==> src/rtl/sram_arb.sv <==
// Two-port word arbiter/byte sequencer in front of a byte-wide async-SRAM controller.
// Latency: first m_go the cycle after grant; per byte ISSUE + busy time + 1; zero-strobe write acks 2 cycles after req.
// Backpressure: requests are held until ack; no grant while m_busy is high or during an ack cycle.
module sram_arb #(
    parameter int SRAM_AW    = 17,
    parameter int FIXED_PRIO = 0
) (
    input  logic               clk,
    input  logic               rst,
    input  logic               a_req,
    input  logic               a_we,
    input  logic [SRAM_AW-3:0] a_adr,
    input  logic [3:0]         a_wstrb,
    input  logic [31:0]        a_wdata,
    output logic [31:0]        a_rdata,
    output logic               a_ack,
    input  logic               b_req,
    input  logic               b_we,
    input  logic [SRAM_AW-3:0] b_adr,
    input  logic [3:0]         b_wstrb,
    input  logic [31:0]        b_wdata,
    output logic [31:0]        b_rdata,
    output logic               b_ack,
    output logic               m_go,
    output logic               m_wr,
    output logic [SRAM_AW-1:0] m_adr,
    output logic [7:0]         m_dat,
    input  logic [7:0]         m_rdt,
    input  logic               m_busy
);
    localparam int WAW = SRAM_AW - 2;

    typedef enum logic [2:0] {IDLE, ISSUE, WAIT_HI, WAIT_LO, ACK} state_t;

    state_t           state, state_nxt;
    logic             gnt_b, last_b, we, hi_cnt;
    logic [WAW-1:0]   adr;
    logic [31:0]      wdata, rbuf;
    logic [3:0]       mask;
    logic [1:0]       lane;

    logic             sel_b, sel_we, grant, lane_done;
    logic [WAW-1:0]   sel_adr, iss_adr;
    logic [31:0]      sel_wdata, iss_wdata;
    logic [3:0]       sel_wstrb, new_mask, mask_clr;
    logic [1:0]       iss_lane;
    logic             iss_we;

    function automatic logic [1:0] low_bit(input logic [3:0] m);
        if (m[0]) return 2'd0;
        if (m[1]) return 2'd1;
        if (m[2]) return 2'd2;
        return 2'd3;
    endfunction

    always_comb begin
        sel_b     = (FIXED_PRIO != 0) ? !a_req : ((a_req && b_req) ? !last_b : b_req);
        sel_we    = sel_b ? b_we    : a_we;
        sel_adr   = sel_b ? b_adr   : a_adr;
        sel_wstrb = sel_b ? b_wstrb : a_wstrb;
        sel_wdata = sel_b ? b_wdata : a_wdata;
        new_mask  = sel_we ? sel_wstrb : 4'b1111;
        // The ack cycle is excluded so a req still high during ack is not re-granted.
        grant     = (a_req || b_req) && !m_busy && !a_ack && !b_ack;
        mask_clr  = mask & ~(4'b0001 << lane);
        // A controller that never raises busy is treated as done after two WAIT_HI cycles.
        lane_done = (state == WAIT_LO && !m_busy) || (state == WAIT_HI && !m_busy && hi_cnt);
        iss_lane  = low_bit((state == IDLE) ? new_mask : mask_clr);
        iss_we    = (state == IDLE) ? sel_we    : we;
        iss_adr   = (state == IDLE) ? sel_adr   : adr;
        iss_wdata = (state == IDLE) ? sel_wdata : wdata;

        state_nxt = state;
        case (state)
            IDLE:    if (grant) state_nxt = (new_mask == 4'b0000) ? ACK : ISSUE;
            ISSUE:   state_nxt = WAIT_HI;
            WAIT_HI: begin
                if (m_busy)         state_nxt = WAIT_LO;
                else if (lane_done) state_nxt = (mask_clr != 4'b0000) ? ISSUE : ACK;
            end
            WAIT_LO: if (lane_done) state_nxt = (mask_clr != 4'b0000) ? ISSUE : ACK;
            ACK:     state_nxt = IDLE;
            default: state_nxt = IDLE;
        endcase
    end

    always_ff @(posedge clk) begin
        if (rst) state <= IDLE;
        else     state <= state_nxt;
    end

    assign m_go = (state == ISSUE);

    always_ff @(posedge clk) begin
        if (rst) begin
            last_b  <= 1'b1;
            gnt_b   <= 1'b0;
            we      <= 1'b0;
            adr     <= '0;
            wdata   <= '0;
            rbuf    <= '0;
            mask    <= '0;
            lane    <= '0;
            hi_cnt  <= 1'b0;
            m_wr    <= 1'b0;
            m_adr   <= '0;
            m_dat   <= '0;
            a_rdata <= '0;
            b_rdata <= '0;
            a_ack   <= 1'b0;
            b_ack   <= 1'b0;
        end else begin
            a_ack  <= (state == ACK) && !gnt_b;
            b_ack  <= (state == ACK) &&  gnt_b;
            hi_cnt <= (state == WAIT_HI);
            if (state == ACK && !we) begin
                a_rdata <= rbuf;
                b_rdata <= rbuf;
            end
            if (state == IDLE && grant) begin
                gnt_b  <= sel_b;
                last_b <= sel_b;
                we     <= sel_we;
                adr    <= sel_adr;
                wdata  <= sel_wdata;
                mask   <= new_mask;
            end
            if (lane_done) begin
                if (!we) rbuf[{lane, 3'b000} +: 8] <= m_rdt;
                mask <= mask_clr;
            end
            if (state_nxt == ISSUE) begin
                lane  <= iss_lane;
                m_wr  <= iss_we;
                m_adr <= {iss_adr, iss_lane};
                m_dat <= iss_wdata[{iss_lane, 3'b000} +: 8];
            end
        end
    end
endmodule

==> config.mk <==
export PLATFORM = sky130hd
export DESIGN_NAME = sram_arb
export DESIGN_NICKNAME = d
export VERILOG_FILES = /design/src/rtl/sram_arb.sv
export SDC_FILE = /design/constraint.sdc
export NUM_CORES = 1
export LEC_CHECK = 0
export BUFFER_PORTS_ARGS = -buffer_cell sky130_fd_sc_hd__buf_2
export CAP_MARGIN = 20
export CORE_AREA = 3 3 195 102
export DETAILED_ROUTE_END_ITERATION = 12
export DIE_AREA = 0 0 198 105
export PLACE_DENSITY = 0.74
export SLEW_MARGIN = 10
export SYNTH_ARGS = -nofsm -noshare
export SYNTH_HDL_FRONTEND = slang
export SYNTH_SLANG_ARGS = --single-unit
==> constraint.sdc <==
create_clock -name clk -period 3.6 [get_ports clk]
set_clock_uncertainty 0.1 [all_clocks]
set_input_delay 0.18 -clock clk [delete_from_list [all_inputs] [get_ports clk]]
set_output_delay 0.18 -clock clk [all_outputs]
set_load 0.005 [all_outputs]
==> impl_metrics.tcl <==
set metrics [dict create \
    dieWidth_um 198 \
    vias 7142 \
    vias_per_cell 5.33 \
    final_nets 1212 \
    fin_tns_setup_ps 0 \
    cts_resized 0 \
    min_path_type "in -> reg" \
    worstPathArrival_ps 3190 \
    synth_fp_nets 1031 \
    track_usage 0.205 \
    grt_pass1_vias 6763 \
    synthCells 906 \
    dpl-instance-area_um2 8160 \
    maxSlewViolCount 0 \
    grt_start_max_net_pins 86 \
    ys_seq_elements 150 \
    cp_data_required_time_ps 3860 \
    synth.distinct_cells 55 \
    power.total_mw 4.49 \
    gp_congestion 0.863 \
    ctsRootBufferMaster "clkbuf_16" \
    synth.cell_area_um2 7240 \
    io_pins 210 \
    drive_gt1_frac 0.255 \
    avgSynthCellArea_um2 7.99 \
    synth.most_common_cell "nand2_1" \
    hold_buffers 40 \
    clk_pin_slew_worst_paths_ps 70 \
    status "finished, final reports clean" \
    worstSetupEndpointType "flip-flop" \
    max_clock_freq_mhz 342 \
    grt_pass1_wl_um 34500 \
    path_cells "nor3_4, buf_4, o211a_4, buf_4, nor2_1, a311oi_1, dlygate4sd3_1" \
    synth-edff-count 0 \
    seqCellArea_um2 3000 \
    cts_buffers 17 \
    fin_area_um2 9160 \
    p_per_area_nw_per_um2 491 \
    slowest_delay_ps 600 \
    finalHoldViolCount 0 \
    insertedDiodeCount 0 \
    power_leakage_nw 3.85 \
    wire_per_inst_um 16.0 \
    period_minus_slack_ps 2930 \
    core.rowCount 35 \
    vdd_drop_max_v 0.000304 \
    drc 0 \
    cts_setup_buffers 0 \
    netlist.area_leader.share 0.415 \
    die_h_um 105 \
    synth_area_leaders "dfxtp_1 (41%), nand2_1 (9.8%), a21oi_1 (7.3%)" \
    rsz0062_at_grt "no" \
    cp_slowest_cell "dlygate4sd3_1" \
    syn2layout_area_growth_pct 26.5 \
    setup_violations 0 \
    crit_type "reg -> reg" \
    portBuffers 209 \
    core_area_um2 18200 \
    antenna_left 0 \
    ctsLongestPathBuffers 2 \
    async_reset_ff_frac 0 \
    antenna_found_initial 0 \
    dpl.hpwl_um 15100 \
    ys_seq_area_frac 0.415 \
    start_util 0.398 \
    die-area_um2 20800 \
    synthFlopType "dfxtp_1" \
    cp-start-kind "flip-flop" \
    synth_warnings 0 \
    drtPass1Iterations 5 \
    overflow 0 \
    cts_tree "yes" \
    worst_pin_slew_ps 881 \
    clock-sinks 150 \
    cp_max_fo 39 \
    clock_latency_ps 420 \
    period_share 0.813 \
    dr.first_iter.drc_count 635 \
    slew_headroom 0.413 \
    yosys-top-cells-count "nand2_1 (189), dfxtp_1 (150), a21oi_1 (105), nor2_1 (74), clkbuf_1 (43)" \
    yosys.area.top_type "dfxtp_1" \
    cpMostUsedCell "buf_4" \
    htreeDepth 4 \
    drt-total-wl_um 21500 \
    nFillCells 1733 \
    maxCapViolCount 0 \
    multi_input_area_um2 3670 \
]
-- final timing paths --
path | slack, ps | from | cells past startpoint | endpoint
min reg2reg | 360 | rbuf[14] | 2 | rbuf[14]
min | 60 | m_busy | 3 | state[1]
max | 670 | state[1] | 7 | wdata[14]
max reg2reg | 670 | state[1] | 7 | wdata[14]
-- sequential cells by signal, summed over array words and instances (netlist names) --
| signal | count |
|---|---|
| we | 1 |
| b_rdata | 32 |
| gnt_b | 1 |
| adr | 15 |
| last_b | 1 |
| hi_cnt | 1 |
| m_wr | 1 |
| a_ack | 1 |
| mask | 4 |
| state | 3 |
| wdata | 32 |
| rbuf | 32 |
| b_ack | 1 |
| m_dat | 8 |
| m_adr | 17 |
-- report_power, final --
group          switching (mW)  internal, mW  total [mW]
registers              0.0688          1.76        1.83
clock network           0.766          1.04        1.80
logic                   0.509         0.347       0.856
-- through the flow --
stage	std cells	setup WS, ps	utilization	hold slack [ps]
floorplan	906	1370	-	232
global placement	1268	1070	0.448	339
detailed placement	1268	891	0.448	345
CTS	1340	749	0.503	42.6
global route	1340	464	0.503	58.7
finish	1340	672	0.503	58.6
-- cell type report --
cell class,instances,area share
tap,240,0.0328
clock inverter,15,0.0187
inverter,5,0.00205
sequential,150,0.328
multi-input combinational,648,0.401
clock buffer,17,0.0464
timing repair buffer,265,0.171
-- placed cells by master, fill, tap and decap left out, types with 3 or more instances in the layout --
| cell type | n |
|---|---|
| buf_2 | 208 |
| nand2_1 | 189 |
| dfxtp_1 | 150 |
| a21oi_1 | 105 |
| nor2_1 | 73 |
| a211oi_1 | 41 |
| dlygate4sd3_1 | 40 |
| nand3_1 | 37 |
| mux2i_1 | 32 |
| o211ai_1 | 26 |
| a311oi_1 | 23 |
| clkbuf_16 | 17 |
| buf_4 | 17 |
| nor3_1 | 15 |
| o21ai_0 | 9 |
| ha_1 | 8 |
| nor3b_1 | 7 |
| inv_1 | 5 |
| nand2b_1 | 5 |
| and2_1 | 5 |
| nor2b_1 | 5 |
| o22ai_1 | 4 |
| o31ai_1 | 4 |
| a31oi_1 | 4 |
| a21o_1 | 4 |
| o221ai_1 | 4 |
| nand3b_1 | 4 |
| o311ai_0 | 4 |
| clkinvlp_4 | 4 |
| clkinv_4 | 4 |
| inv_6 | 4 |
| a31o_2 | 3 |
| a2111oi_1 | 3 |
| a2111oi_0 | 3 |
| or2_2 | 3 |
| a21oi_2 | 3 |
-- critical path: cells and delay by family, from the launching register on --
| kind | cells | cell delay, ps |
|---|---|---|
| flops | 1 | 370 |
| simple gates | 2 | 280 |
| buf+inv | 3 | 1370 |
| compound gates | 2 | 720 |
-- routing by layer --
| layer | vias to the layer above | share of wire | global-route usage |
|---|---|---|---|
| li1 | 3541 | - | - |
| met1 | 3308 | 0.44 | 0.264 |
| met2 | 252 | 0.48 | 0.340 |
| met3 | 41 | 0.055 | 0.0403 |
| met4 | 0 | 0.025 | 0.0782 |
| met5 | - | 0 | 0 |
-- cells by family after synthesis --
kind of cell,synth area share
buffers and inverters,0.0814
AND/OR/NAND/NOR,0.211
AO/OA/AOI/OAI,0.235
multiplexers,0.0442
adder cells (fa/ha/maj),0.0138
flip-flops,0.415
(Power assumes the default switching activity.)
